### src/rtl/rat_io_pkg.sv
// Shared definitions for the RAT I/O responder: port map and debounce state encoding.
// Optional interrupt path is selected with the RAT_IO_INT_EN macro in the top module.
package rat_io_pkg;

    // MCU port addresses
    localparam logic [7:0] PORT_SWITCHES = 8'h20;  // read: synchronized switches
    localparam logic [7:0] PORT_STATUS   = 8'h21;  // read: bit0 = interrupt pending
    localparam logic [7:0] PORT_LEDS     = 8'h40;  // write: LED register
    localparam logic [7:0] PORT_SSEG     = 8'h81;  // write: seven-segment value
    localparam logic [7:0] PORT_INT_ACK  = 8'hF0;  // write: clear pending (data ignored)

    // Button debounce states
    typedef enum logic [1:0] {
        StIdle,
        StWaitHigh,
        StHeld,
        StWaitLow
    } db_state_e;

    // True when the MCU strobes a write to the given port this cycle
    function automatic logic is_write(input logic strb, input logic [7:0] id,
                                      input logic [7:0] port);
        return strb && (id == port);
    endfunction

endpackage

### src/rtl/rat_io_responder_if.sv
// MCU I/O bus: port address, write data/strobe, read data and interrupt request.
// Signal names follow the MCU pin names.
interface rat_io_responder_if;
    logic [7:0] PORT_ID;
    logic [7:0] OUT_PORT;
    logic       IO_STRB;
    logic [7:0] IN_PORT;
    logic       INT;

    // MCU side
    modport master (
        output PORT_ID,
        output OUT_PORT,
        output IO_STRB,
        input  IN_PORT,
        input  INT
    );

    // Peripheral side
    modport slave (
        input  PORT_ID,
        input  OUT_PORT,
        input  IO_STRB,
        output IN_PORT,
        output INT
    );
endinterface

### src/rtl/rat_io_debounce.sv
// Button debouncer: two-flop synchronizer followed by a hold-time FSM.
// press_o is a one-cycle pulse on the edge that commits a stable press; it is
// decoded from the FSM state so the pending bit can be set on that same edge.
module rat_io_debounce
    import rat_io_pkg::*;
#(
    parameter logic [15:0] DB_MAX = 16'd50000
) (
    input  logic clk_i,
    input  logic rst_i,
    input  logic btn_i,
    output logic press_o
);

    logic        btn_meta_q;
    logic        btn_sync_q;
    db_state_e   state_q;
    logic [15:0] cnt_q;
    logic        cnt_done;

    // Counter reaches its terminal value; every state leaves before it could wrap
    assign cnt_done = (cnt_q == (DB_MAX - 16'd1));

    // Two-flop synchronizer for the asynchronous button
    always_ff @(posedge clk_i) begin
        if (rst_i) begin
            btn_meta_q <= 1'b0;
            btn_sync_q <= 1'b0;
        end else begin
            btn_meta_q <= btn_i;
            btn_sync_q <= btn_meta_q;
        end
    end

    // Debounce FSM and hold counter
    always_ff @(posedge clk_i) begin
        if (rst_i) begin
            state_q <= StIdle;
            cnt_q   <= 16'd0;
        end else begin
            case (state_q)
                StIdle: begin
                    if (btn_sync_q) begin
                        state_q <= StWaitHigh;
                        cnt_q   <= 16'd0;
                    end
                end
                StWaitHigh: begin
                    if (!btn_sync_q) begin
                        state_q <= StIdle;
                    end else if (cnt_done) begin
                        state_q <= StHeld;
                    end else begin
                        cnt_q <= cnt_q + 16'd1;
                    end
                end
                StHeld: begin
                    if (!btn_sync_q) begin
                        state_q <= StWaitLow;
                        cnt_q   <= 16'd0;
                    end
                end
                StWaitLow: begin
                    // A high glitch during release returns to HELD without a new press
                    if (btn_sync_q) begin
                        state_q <= StHeld;
                    end else if (cnt_done) begin
                        state_q <= StIdle;
                    end else begin
                        cnt_q <= cnt_q + 16'd1;
                    end
                end
                default: begin
                    state_q <= StIdle;
                    cnt_q   <= 16'd0;
                end
            endcase
        end
    end

    // Press commits on the same edge that moves WAIT_HIGH -> HELD
    assign press_o = (state_q == StWaitHigh) && btn_sync_q && cnt_done;

endmodule

### src/rtl/rat_io_responder.sv
// RAT MCU I/O responder: switch input port, LED and seven-segment output registers,
// and an optional debounced button interrupt.
// Build option: define RAT_IO_INT_EN to include the button debouncer, pending bit,
// STATUS bit0 and the INT_ACK port; without it INT is tied low and STATUS reads 0x00.
module rat_io_responder
    import rat_io_pkg::*;
#(
    parameter logic [15:0] DB_MAX = 16'd50000
) (
    input  logic                 CLK,
    input  logic                 RESET,
    rat_io_responder_if.slave    bus,
    input  logic [7:0]           SWITCHES,
    input  logic                 BTN_INT,
    output logic [7:0]           LEDS,
    output logic [7:0]           SSEG_VAL
);

    logic [7:0] sw_meta_q;
    logic [7:0] sw_sync_q;
    logic [7:0] leds_q, leds_d;
    logic [7:0] sseg_q, sseg_d;
    logic       pending;

    // Two-flop synchronizer for the board switches
    always_ff @(posedge CLK) begin
        if (RESET) begin
            sw_meta_q <= 8'h00;
            sw_sync_q <= 8'h00;
        end else begin
            sw_meta_q <= SWITCHES;
            sw_sync_q <= sw_meta_q;
        end
    end

    // Output register write decode
    always_comb begin
        leds_d = leds_q;
        sseg_d = sseg_q;
        if (is_write(bus.IO_STRB, bus.PORT_ID, PORT_LEDS)) begin
            leds_d = bus.OUT_PORT;
        end
        if (is_write(bus.IO_STRB, bus.PORT_ID, PORT_SSEG)) begin
            sseg_d = bus.OUT_PORT;
        end
    end

    // Output registers; reset wins over a simultaneous write
    always_ff @(posedge CLK) begin
        if (RESET) begin
            leds_q <= 8'h00;
            sseg_q <= 8'h00;
        end else begin
            leds_q <= leds_d;
            sseg_q <= sseg_d;
        end
    end

`ifdef RAT_IO_INT_EN
    logic press;
    logic int_ack;
    logic pending_q, pending_d;

    rat_io_debounce #(
        .DB_MAX (DB_MAX)
    ) u_debounce (
        .clk_i   (CLK),
        .rst_i   (RESET),
        .btn_i   (BTN_INT),
        .press_o (press)
    );

    assign int_ack = is_write(bus.IO_STRB, bus.PORT_ID, PORT_INT_ACK);

    // Pending bit: a press wins over a coincident acknowledge
    always_comb begin
        pending_d = pending_q;
        if (press) begin
            pending_d = 1'b1;
        end else if (int_ack) begin
            pending_d = 1'b0;
        end
    end

    // Pending register
    always_ff @(posedge CLK) begin
        if (RESET) begin
            pending_q <= 1'b0;
        end else begin
            pending_q <= pending_d;
        end
    end

    assign pending = pending_q;
`else
    // Interrupt path absent: button and hold length have no effect
    logic        unused_btn;
    logic [15:0] unused_db_max;

    assign unused_btn    = BTN_INT;
    assign unused_db_max = DB_MAX;
    assign pending       = 1'b0;
`endif

    // Read mux over registered sources; unmapped IDs read as zero
    always_comb begin
        bus.IN_PORT = 8'h00;
        case (bus.PORT_ID)
            PORT_SWITCHES: bus.IN_PORT = sw_sync_q;
            PORT_STATUS:   bus.IN_PORT = {7'b0000000, pending};
            default:       bus.IN_PORT = 8'h00;
        endcase
    end

    assign bus.INT  = pending;
    assign LEDS     = leds_q;
    assign SSEG_VAL = sseg_q;

endmodule

### src/flat_wrapper.sv
// flat-port wrapper written by rule: the top's interface ports become plain ports
module rat_io_responder_flat import rat_io_pkg::*;
#(
    parameter logic [15:0] DB_MAX = 16'd50000
)
  (CLK, RESET, SWITCHES, BTN_INT, LEDS, SSEG_VAL, bus_PORT_ID, bus_OUT_PORT, bus_IO_STRB, bus_IN_PORT, bus_INT);
  rat_io_responder_if bus_i ();
  input  logic CLK;
  input  logic RESET;
  input  logic [7:0] SWITCHES;
  input  logic BTN_INT;
  output logic [7:0] LEDS;
  output logic [7:0] SSEG_VAL;
  input wire logic [$bits(bus_i.PORT_ID)-1:0] bus_PORT_ID;
  input wire logic [$bits(bus_i.OUT_PORT)-1:0] bus_OUT_PORT;
  input wire logic [$bits(bus_i.IO_STRB)-1:0] bus_IO_STRB;
  output wire logic [$bits(bus_i.IN_PORT)-1:0] bus_IN_PORT;
  output wire logic [$bits(bus_i.INT)-1:0] bus_INT;
  assign bus_i.PORT_ID = bus_PORT_ID;
  assign bus_i.OUT_PORT = bus_OUT_PORT;
  assign bus_i.IO_STRB = bus_IO_STRB;
  assign bus_IN_PORT = bus_i.IN_PORT;
  assign bus_INT = bus_i.INT;
  rat_io_responder #(.DB_MAX(DB_MAX)) u_core (.CLK(CLK), .RESET(RESET), .bus(bus_i), .SWITCHES(SWITCHES), .BTN_INT(BTN_INT), .LEDS(LEDS), .SSEG_VAL(SSEG_VAL));
endmodule
### config.mk
export PLATFORM = sky130hd
export DESIGN_NAME = rat_io_responder_flat
export DESIGN_NICKNAME = d
export VERILOG_FILES = /design/src/rtl/rat_io_pkg.sv /design/src/rtl/rat_io_responder_if.sv /design/src/rtl/rat_io_debounce.sv /design/src/rtl/rat_io_responder.sv /design/src/flat_wrapper.sv
export SDC_FILE = /design/constraint.sdc
export NUM_CORES = 1
export LEC_CHECK = 0
export CAP_MARGIN = 20
export CORE_MARGIN = 4
export CORE_UTILIZATION = 43
export CTS_BUF_LIST = sky130_fd_sc_hd__clkbuf_2 sky130_fd_sc_hd__clkbuf_4 sky130_fd_sc_hd__clkbuf_8
export CTS_CLUSTER_SIZE = 8
export DETAILED_ROUTE_END_ITERATION = 10
export HOLD_SLACK_MARGIN = 0.12
export PLACE_DENSITY_LB_ADDON = 0.15
export SYNTH_ARGS = -nofsm -noshare
export SYNTH_HDL_FRONTEND = slang
export SYNTH_SLANG_ARGS = --single-unit
export TNS_END_PERCENT = 5
### constraint.sdc
create_clock -name CLK -period 1.4 [get_ports CLK]
set_input_delay 0.21 -clock CLK [delete_from_list [all_inputs] [get_ports CLK]]
set_output_delay 0.21 -clock CLK [all_outputs]
set_load 0.02 [all_outputs]
# Word level (Yosys, flattened, before mapping)
# Index checks and enable logic that the tools add are counted.
# totals
ff_bits,32
input_bits,28
out_inout_bits,25
wordCells,10
# classes
n_eq_ne,3
mux,1
n_reduce_logical,2
# ops
op,n
$eq 8x6->1 const B,1
$eq 8x7->1 const B,1
$eq 8x8->1 const B,1
$mux 8,1
$logic_and 1x1->1,2

# Longest topological paths before layout
# logic_depth
ltp_word,2
depth_mapped,4
mapped_depth_nobuf,3

# Worst setup path before layout
# OpenSTA, ideal clock, no wires.
# synth_path
kind,in2out
startpoint,input port bus_PORT_ID[1]
endpoint,output port bus_IN_PORT[0]
arrival_time_ns,1.093
required_ns,1.190
setup_slack_ns,0.097
stages,3
path_buffers,0
path_cell_list,nor3_4 > and4_4 > and2_1
# synth_between
elab_chain_cells,2
# synth_rtl
item,line_no,text
start: declaration,flat_wrapper.sv:14,input wire logic [$bits(bus_i.PORT_ID)-1:0] bus_PORT_ID;
$eq 8x6->1,rat_io_responder.sv:108,case (bus.PORT_ID)
$mux 8,rat_io_responder.sv:108,
end: declaration,flat_wrapper.sv:17,output wire logic [$bits(bus_i.IN_PORT)-1:0] bus_IN_PORT;
# No other way between the ends.

# Worst setup path in the final report
# layout_path
startpoint,input port bus_PORT_ID[6]
endpoint,output port bus_IN_PORT[7]
# The elaborated chain is that of the path after synthesis.

==> results.cfg <==
[outcome]
status = finished clean

[worst_hold_path]
min_from = SWITCHES[3]
hold_path_class = input port to flop

[clock_tree]
cts_made_buffers = 5
clock_tree_from_tritoncts = done
clk_latency_ns = 0.32
cts-root-to-sink-buffers = 2
root_buffer_cell = sky130_fd_sc_hd__clkbuf_4
clk_transition_reported_paths_ns = 0.09
clock_tree.htree_level_count = 2
clock-sinks = 32

[drt]
routed_wire_length_per_instance_um = 13.7
route.final.wire_length_mm = 2.89
viasPerCell = 5.00
detailedRoute.firstIterationViolations = 33
ant_nets = 0
drc = 0
dr_total_vias = 1056
dr.pass1.iters = 4

[floorplan]
fp.dieArea_mm2 = 0.00388
initial_standard_cell_utilization_of_the_core_pct = 45.6
die_h_um = 62.3
coreArea_mm2 = 0.00278
pin_count = 53
die_width_um = 62.3
rows = 19

[power]
p_leak_uw = 0.000863
design_power_total_uw = 1670
peakVddDrop_mv = 0.800
power.density_mw_per_mm2 = 876

[cells_and_area]
syn2layout_area_growth_pct = 50.2
layoutNonFillerInstCount = 211
share_of_post_route_cells_with_drive_strength_above_1_pct = 22.8
nets = 208
layout_common_cells = sky130_fd_sc_hd__dfxtp_1 (32), sky130_fd_sc_hd__dlygate4sd2_1 (19), sky130_fd_sc_hd__clkdlybuf4s50_1 (18)
antenna_cells_inserted = 0
layout.cells.most_common = sky130_fd_sc_hd__dfxtp_1

[logic_synthesis]
warnings_synthesis = 0
synthesis.area_per_instance_um2 = 10.3
synth.ff_latch_count = 32
yosysUniqueCellTypes = 22
synth_seq_area_share_pct = 50.5
synth_area_mm2 = 0.00127
post_synth_inst_count = 123
synth_fp_nets = 151

[placed_design]
io_buffer_count = 50
detailed_place_hpwl_mm = 2.17
placed_cells = 203
post-place-ws_ns = -0.723
finalWeightedCongestion = 0.798

[worst_setup_path]
worstPathCellList = dlygate4sd2_1, nor2_2, and4_4, and2_4, buf_6
timing.critical_path.from_type = input port
cp-startpoint = bus_PORT_ID[6]
crit_path_required_time_ns = 1.19
setup.worst_path.end_class = output pin
worst_r2r_startpoint = u_core.SSEG_VAL[5]
crit_type = input port to output pin
worst_path_largest_cell_delay_ns = 0.30
worstPathArrival_ns = 1.17
critPathSlowestCell = sky130_fd_sc_hd__and4_4
worst-path-max-fanout = 8

[sta]
worst_slack_ns = 0.0213
timing.final.max_slew_violations = 0
fin_hold_ws_ns = 0.434
timing.final.setup_violations = 0
max_clock_freq_mhz = 725
min_period_over_period_pct = 98.5
clock-skew-final_ns = 0.000166
report.final.hold_viol_count = 0
fin_crit_ns = 1.38

[grt]
grt_use_total_pct = 14.9
use_met2_pct = 24.9
antenna_violations_before_repair = 0
grt_start_max_net_pins = 41
grt_first_pass_wirelength_mm = 4.62
grt_pass1_vias = 1038
grt_busiest_layer = met2
grt-ovfl-total = 0
grt_use_met1_pct = 16.2
grtUsageMet3_pct = 7.39

[flow_run]
timing.max_cap.violations = 0
-- stage by stage --
step	instance area, um2	util, %	TNS (ns)
2_1_floorplan	1270	-	0
4_1_cts	1910	68.5	0
3_3_place_gp	1830	65.9	-8.56
5_1_grt	1910	68.5	-0.153
3_5_place_dp	1830	65.9	-8.95
6_report	1910	68.5	0
-- synth_stat cells, drive strengths merged --
cell    instances  share of area (%)
and2            8                3.9
nor2            2               0.59
and4bb          1               0.99
or2             1               0.49
nor3            1                1.3
a21oi           8                3.2
and4            1               0.89
nand4b          1                1.2
or3             1               0.49
and4b           1               0.79
nand3           1                1.4
dfxtp          32                 50
nand2b         16                7.9
conb            1               0.30
clkbuf          5                1.5
buf             3                1.8
mux2i           8                6.3
nor2b          16                7.9
o31ai           8                4.7
nand4           8                3.9
-- report_power, final --
part	switching, uW	total (uW)	internal [uW]
Combinational	70.7	173	102
Clock	277	561	284
Sequential	4.50	936	931
Total	352	1670	1320
-- sequential cells by signal (all words and copies together) (netlist names) --
signal            flops
u_core.sw_sync_q      8
u_core.LEDS           8
u_core.SSEG_VAL       8
u_core.sw_meta_q      8
-- what timing repair did --
| action | CTS | global route |
|---|---|---|
| resized for setup | 85 | 5 |
| hold buffers | 0 | 0 |
| pin swaps | 5 | 6 |
| setup buffers | 0 | 1 |
| setup endpoints to repair | 24 | 8 |
-- layout make-up --
cell class                      instances  area [um2]
Fill cell                             231         876
Sequential cell                        32         641
Multi-Input combinational cell         83         612
Timing Repair Buffer                   58         549
Clock buffer                            7        65.1
Tap cell                               31        38.8
-- critical path, delay by kind of cell --
family | cells | cell delay (ns)
buffers and inverters | 2 | 0.37
AND/OR/NAND/NOR | 3 | 0.58
-- cells by family (layout without fill, tap and decap cells) --
kind of cell / after synthesis / after routing / synth area share (%)
and+or+nand+nor: 58 / 58 / 31.8
other: 1 / 1 / 0.296
AOI/OAI and AO/OA: 16 / 16 / 7.89
DFF: 32 / 32 / 50.5
buffers and inverters: 8 / 65 / 3.25
muxes: 8 / 8 / 6.31
-- final timing paths --
check	slack (ns)	cells past startpoint	endpoint
setup / recovery	0.02	5	bus_IN_PORT[7]
hold / removal	0.43	2	u_core.sw_meta_q[3]
setup reg to reg	0.75	2	u_core.SSEG_VAL[5]
hold reg to reg	0.44	1	u_core.sw_sync_q[0]
-- routing by layer --
metal	wire [um]	part of all wire, %
met3	192	6.7
met2	1420	49
met4	43	1.5
met1	1230	43
met5	0	0
(Power assumes the default switching activity.)
